**src/rtl/seq_multiplier_param_pkg.sv**
```systemverilog
// Shared types and helpers for the sequential shift-add multiplier.
// Provides the FSM state enum, counter sizing and the sign/zero extension used by the step adder.
package mult_pkg;

   localparam int MAX_W = 32;

   typedef enum logic {IDLE = 1'b0, RUN = 1'b1} state_e;

   function automatic int cnt_width(input int w);
      return $clog2(w + 1);
   endfunction

   // Extend the low w bits of v to MAX_W+1 bits; the caller truncates to WIDTH+1.
   function automatic logic [MAX_W:0] ext_op(input logic [MAX_W-1:0] v, input int w,
                                             input logic mode);
      logic [MAX_W:0] r;
      r = '0;
      for (int i = 0; i <= MAX_W; i++)
         r[i] = (i < w) ? v[i] : (mode & v[w-1]);
      return r;
   endfunction

endpackage

```
**src/rtl/seq_multiplier_param_if.sv**
```systemverilog
// Operand / result bundle for seq_multiplier_param.
// The master side drives operands and start; the slave side returns product and status.
interface seq_multiplier_param_if #(parameter int WIDTH = 8);
   logic                 start;
   logic                 signed_mode;
   logic [WIDTH-1:0]     A;
   logic [WIDTH-1:0]     B;
   logic [2*WIDTH-1:0]   Product;
   logic                 ready;
   logic                 busy;
   logic                 done;

   modport master (output start, signed_mode, A, B,
                   input  Product, ready, busy, done);
   modport slave  (input  start, signed_mode, A, B,
                   output Product, ready, busy, done);
endinterface

```
**src/rtl/seq_multiplier_param_addsub.sv**
```systemverilog
// One partial-product step: hi + (0 | M | -M) at WIDTH+1 bits, carry discarded.
// The negated multiplicand applies the -2^(W-1) weight of a signed multiplier MSB.
module mult_step_addsub
   import mult_pkg::*;
#(
   parameter int WIDTH = 8
)(
   input  logic [WIDTH-1:0] i_hi,
   input  logic [WIDTH-1:0] i_m,
   input  logic             i_p0,
   input  logic             i_mode,
   input  logic             i_last,
   output logic [WIDTH:0]   o_sum
);

   logic [WIDTH:0] w_hi_ext;
   logic [WIDTH:0] w_m_ext;
   logic [WIDTH:0] w_addend;

   assign w_hi_ext = (WIDTH+1)'(ext_op(MAX_W'(i_hi), WIDTH, i_mode));
   assign w_m_ext  = (WIDTH+1)'(ext_op(MAX_W'(i_m),  WIDTH, i_mode));

   always_comb begin
      w_addend = '0;
      if (i_p0)
         w_addend = (i_last && i_mode) ? (~w_m_ext + 1'b1) : w_m_ext;
   end

   assign o_sum = w_hi_ext + w_addend;

endmodule

```
**src/rtl/seq_multiplier_param.sv**
```systemverilog
// Sequential shift-add multiplier, one partial product per clock, signed or unsigned.
// Product doubles as the multiplier shift register: low half holds remaining B bits.
module seq_multiplier_param
   import mult_pkg::*;
#(
   parameter int WIDTH = 8
)(
   input  logic                     clk,
   input  logic                     rst,
   seq_multiplier_param_if.slave    bus
);

   localparam int CW = cnt_width(WIDTH);

   state_e               r_state;
   state_e               w_next;
   logic [CW-1:0]        r_cnt;
   logic [WIDTH-1:0]     r_m;
   logic                 r_mode;
   logic [2*WIDTH-1:0]   r_prod;
   logic                 r_done;
   logic                 w_last;
   logic [WIDTH:0]       w_sum;

   assign w_last = (r_cnt == CW'(WIDTH - 1));

   mult_step_addsub #(.WIDTH(WIDTH)) u_step (
      .i_hi   (r_prod[2*WIDTH-1:WIDTH]),
      .i_m    (r_m),
      .i_p0   (r_prod[0]),
      .i_mode (r_mode),
      .i_last (w_last),
      .o_sum  (w_sum)
   );

   always_ff @(posedge clk) begin
      if (rst) r_state <= IDLE;
      else     r_state <= w_next;
   end

   // start wins over step completion, so a restart on the last step aborts cleanly
   always_comb begin
      w_next = r_state;
      if (bus.start)
         w_next = RUN;
      else if (r_state == RUN && w_last)
         w_next = IDLE;
   end

   always_ff @(posedge clk) begin
      if (rst) begin
         r_cnt  <= '0;
         r_m    <= '0;
         r_mode <= 1'b0;
         r_prod <= '0;
         r_done <= 1'b0;
      end else if (bus.start) begin
         r_cnt  <= '0;
         r_m    <= bus.A;
         r_mode <= bus.signed_mode;
         r_prod <= {{WIDTH{1'b0}}, bus.B};
         r_done <= 1'b0;
      end else if (r_state == RUN) begin
         r_cnt  <= r_cnt + 1'b1;
         r_prod <= {w_sum, r_prod[WIDTH-1:1]};
         r_done <= w_last;
      end else begin
         r_done <= 1'b0;
      end
   end

   assign bus.Product = r_prod;
   assign bus.ready   = (r_state == IDLE);
   assign bus.busy    = (r_state == RUN);
   assign bus.done    = r_done;

endmodule

```
**src/flat_wrapper.sv**
```systemverilog
// flat-port wrapper written by rule: the top's interface ports become plain ports
module seq_multiplier_param_flat import mult_pkg::*;
#(
   parameter int WIDTH = 8
)
  (clk, rst, bus_start, bus_signed_mode, bus_A, bus_B, bus_Product, bus_ready, bus_busy, bus_done);
  seq_multiplier_param_if #(.WIDTH(WIDTH)) bus_i ();
  input  logic clk;
  input  logic rst;
  input wire logic [$bits(bus_i.start)-1:0] bus_start;
  input wire logic [$bits(bus_i.signed_mode)-1:0] bus_signed_mode;
  input wire logic [$bits(bus_i.A)-1:0] bus_A;
  input wire logic [$bits(bus_i.B)-1:0] bus_B;
  output wire logic [$bits(bus_i.Product)-1:0] bus_Product;
  output wire logic [$bits(bus_i.ready)-1:0] bus_ready;
  output wire logic [$bits(bus_i.busy)-1:0] bus_busy;
  output wire logic [$bits(bus_i.done)-1:0] bus_done;
  assign bus_i.start = bus_start;
  assign bus_i.signed_mode = bus_signed_mode;
  assign bus_i.A = bus_A;
  assign bus_i.B = bus_B;
  assign bus_Product = bus_i.Product;
  assign bus_ready = bus_i.ready;
  assign bus_busy = bus_i.busy;
  assign bus_done = bus_i.done;
  seq_multiplier_param #(.WIDTH(WIDTH)) u_core (.clk(clk), .rst(rst), .bus(bus_i));
endmodule
```
**config.mk**
```make
export PLATFORM = sky130hd
export DESIGN_NAME = seq_multiplier_param_flat
export DESIGN_NICKNAME = d
export VERILOG_FILES = /design/src/rtl/seq_multiplier_param_pkg.sv /design/src/rtl/seq_multiplier_param_if.sv /design/src/rtl/seq_multiplier_param_addsub.sv /design/src/rtl/seq_multiplier_param.sv /design/src/flat_wrapper.sv
export SDC_FILE = /design/constraint.sdc
export NUM_CORES = 1
export LEC_CHECK = 0
export CORE_ASPECT_RATIO = 0.7
export CORE_MARGIN = 4
export CORE_UTILIZATION = 50
export DETAILED_ROUTE_END_ITERATION = 10
export DONT_BUFFER_PORTS = 1
export GPL_ROUTABILITY_DRIVEN = 0
export PLACE_DENSITY = 0.76
export SYNTH_ARGS = -nofsm -noshare
export SYNTH_HDL_FRONTEND = slang
export SYNTH_SLANG_ARGS = --single-unit
```
**constraint.sdc**
```tcl
create_clock -name clk -period 2.4 [get_ports clk]
set_clock_uncertainty 0.1 [all_clocks]
set_input_delay 0.48 -clock clk [delete_from_list [all_inputs] [get_ports clk]]
set_output_delay 0.48 -clock clk [all_outputs]
set_load 0.05 [all_outputs]
```
==> results.cfg <==
[drt]
vias_per_cell = 5.38
drt_iter0_markers = 87
first_pass_iters = 4
ant_nets = 0
drc = 0
wire_per_inst_microns = 14.3
dr_total_vias = 1635
wl_microns = 4360

[sta]
fmax_mhz = 373
hold_ws_ns = 0.157
worst_slew_pin_slew_ns = 0.599
setup_viol = 7
hold_violations = 0
maxSlewHeadroom = 0.601
finalSetupTns_ns = -1.35
min_period_ns = 2.68
rsz0062_at_grt = true
slew_viol_final = 0
worst_slack_ns = -0.279
fin_crit_sh = 1.12

[yosys]
syn-instance-count = 221
yosys_register_bits = 31
synthFlopType = dfxtp_1
yosys-top-cells-area = dfxtp_1, mux2i_1, nor2_1
synth_top_area_cell = dfxtp_1
yosys_warnings = 0
async_reset_ff_frac = 0
avgSynthCellArea_sq_um = 8.43
synth-edff-count = 0
ys_types = 46
synth_top_area_share = 0.333
syn_area_sq_mm = 0.00186
synth_nets = 252
seq_area_frac_synth = 0.333

[placement]
io_buffers = 0
hpwl_microns = 3130
placed_cells = 290
placed_area_sq_mm = 0.00208

[floorplan]
die_area_sq_mm = 0.00478
fp.dieW_microns = 81.0
coreArea_sq_mm = 0.00356
initial_core_util = 0.524
ioPinCount = 39
fp-row-count = 18
die_h_microns = 59.1

[setup_path]
worstReg2RegStart = u_core.r_cnt[0]
arrival_ns = 2.76
path_cells = ha_4, and3b_2, nand2_4, or3_1, a21boi_1, ha_1, buf_4, and2_1, a22o_1, o21ai_2, nor4_2, a211o_1
critPathCaptureType = flip-flop
max_stage_delay_ns = 0.35
slowest_stage = dfxtp_2
rr_worst_depth = 12
crit_required_ns = 2.48
cp-start-kind = flip-flop
worstReg2RegEnd = u_core.bus.Product[12]
cp_max_fo = 7
r2r_setup_slack_ns = -0.28
crit_type = flip-flop to flip-flop

[layout]
syn2layout_area_growth_pct = 23.4
drive_above_1_share = 0.236
fin_cells = 304
fin_nets = 284
design_area_sq_mm = 0.00230
diodes = 0
register_area_sq_um = 623
multi_input_area_sq_mm = 0.00119
fill_cells = 314

[cts]
cts_hold_buffers = 0
clk_pin_slew_ns = 0.07
clock_path_buffers = 2
cts.sinks = 31
insertion_delay_ns = 0.29
cts_buffers = 5
h-tree-depth = 2
cts_root_buf = clkbuf_8
cts_tree = done

[pwr]
power_mw = 1.25
ir_worst_vdd_mv = 0.467
p_leak_nw = 1.01
power_density_mw_per_mm2 = 545

[run]
cap_violations = 0

[hold_path]
min_to = u_core.bus.Product[4]
hp-start = rst
holdPathStages = 1
min_path_type = input port to flip-flop

[status]
status = complete, but fails checks
violations = negative setup slack

[global_route]
grt_max_degree = 29
grt_pass1_wl_microns = 7400
grt_pass1_vias = 1510
grt_usage = 0.202
antenna_found_initial = 0
grt-ovfl-total = 0
## layout by cell type, fill, tap and decap left out, drive strengths merged, types with 4 or more instances in the layout
master,instances
nor2,44
buf,36
dfxtp,31
mux2i,18
a21oi,15
o21ai,11
ha,10
inv,8
nand2,8
nand3,7
and2,6
clkbuf,6
xor2,5
nor3,4
## power by group
group	leakage [nW]	switching (mW)	internal, mW
Combinational	0.693	0.0785	0.0603
Sequential	0.255	0.0443	0.535
Clock	0.0612	0.200	0.336
Total	1.01	0.323	0.931
## flip-flops by register name (all words and copies together), names as in the netlist
register            cells
u_core.bus.busy         1
u_core.r_mode           1
u_core.r_cnt            4
u_core.r_m              8
u_core.bus.done         1
u_core.bus.Product     16
## cells by family (layout without fill, tap and decap cells)
kind of cell | Yosys count | after routing | synth area share
compound gates | 45 | 45 | 0.156
buf+inv | 19 | 52 | 0.0571
xor+xnor | 7 | 7 | 0.0329
simple gates | 89 | 89 | 0.240
flops | 31 | 31 | 0.333
fa+ha+maj | 11 | 11 | 0.0779
mux | 19 | 19 | 0.103
## how the worst max path moves through the flow
| stage | start | end | slack, ns | depth (start not counted) |
|---|---|---|---|---|
| after floorplan | u_core.r_cnt[0] | u_core.bus.Product[13] | -0.23 | 11 |
| after global placement | u_core.r_cnt[0] | u_core.bus.Product[13] | -0.30 | 11 |
| after detailed placement | u_core.r_cnt[0] | u_core.bus.Product[13] | -0.37 | 11 |
| after CTS | u_core.r_cnt[0] | u_core.bus.Product[13] | -0.31 | 11 |
| after global routing | u_core.r_cnt[0] | u_core.bus.Product[13] | -0.41 | 11 |
| final | u_core.r_cnt[0] | u_core.bus.Product[12] | -0.28 | 12 |
## per-layer routing
| layer | up-vias | wire (microns) | track usage |
|---|---|---|---|
| met1 | 746 | 2100 | 0.286 |
| met4 | 0 | 17 | 0.0506 |
| met3 | 2 | 342 | 0.0593 |
| met5 | - | 0 | 0 |
| li1 | 844 | - | - |
| met2 | 43 | 1900 | 0.302 |
## worst max-delay path: cells and delay by family, from the launching register on
kind	cells	cell delay, ns
AOI/OAI and AO/OA	4	0.80
and+or+nand+nor	5	0.78
adders and majority gates	2	0.40
DFF	1	0.35
buffers and inverters	1	0.14
## repair_timing
| item | CTS | global route |
|---|---|---|
| resized for setup | 9 | 4 |
| setup endpoints to repair | 6 | 7 |
| buffers inserted | 5 | 1 |
| pin swaps | 10 | 11 |
## area by class of cell
| type | count | area share |
|---|---|---|
| Clock buffer | 6 | 0.0359 |
| Clock inverter | 2 | 0.0152 |
| Inverter | 8 | 0.0131 |
| Multi-Input combinational cell | 171 | 0.518 |
| Sequential cell | 31 | 0.271 |
| Tap cell | 50 | 0.0272 |
| Timing Repair Buffer | 36 | 0.119 |
## through the flow
| step | utilization | setup WS, ns |
|---|---|---|
| after CTS | 0.640 | -0.311 |
| after floorplan | - | -0.227 |
| after global placement | 0.584 | -0.301 |
| after global routing | 0.646 | -0.407 |
| after detailed placement | 0.584 | -0.369 |
| final | 0.646 | -0.279 |
## synth_stat cells (2+ instances only)
master    instances
nand3_1           7
a31oi_1           2
o21ai_0          10
o31a_1            2
nand4_1           3
clkbuf_1          2
buf_6             3
a21boi_0          2
o211ai_1          2
mux2i_1          18
nand2_1           7
nor2_1           44
a211o_1           2
and3b_1           3
nor3b_1           2
a211oi_1          3
or3_1             3
buf_4             2
buf_2             4
a21oi_1          15
ha_1             10
nor3_1            4
xnor2_1           2
dfxtp_1          31
and2_1            6
xor2_1            5
inv_1             8
(Power assumes the default switching activity.)
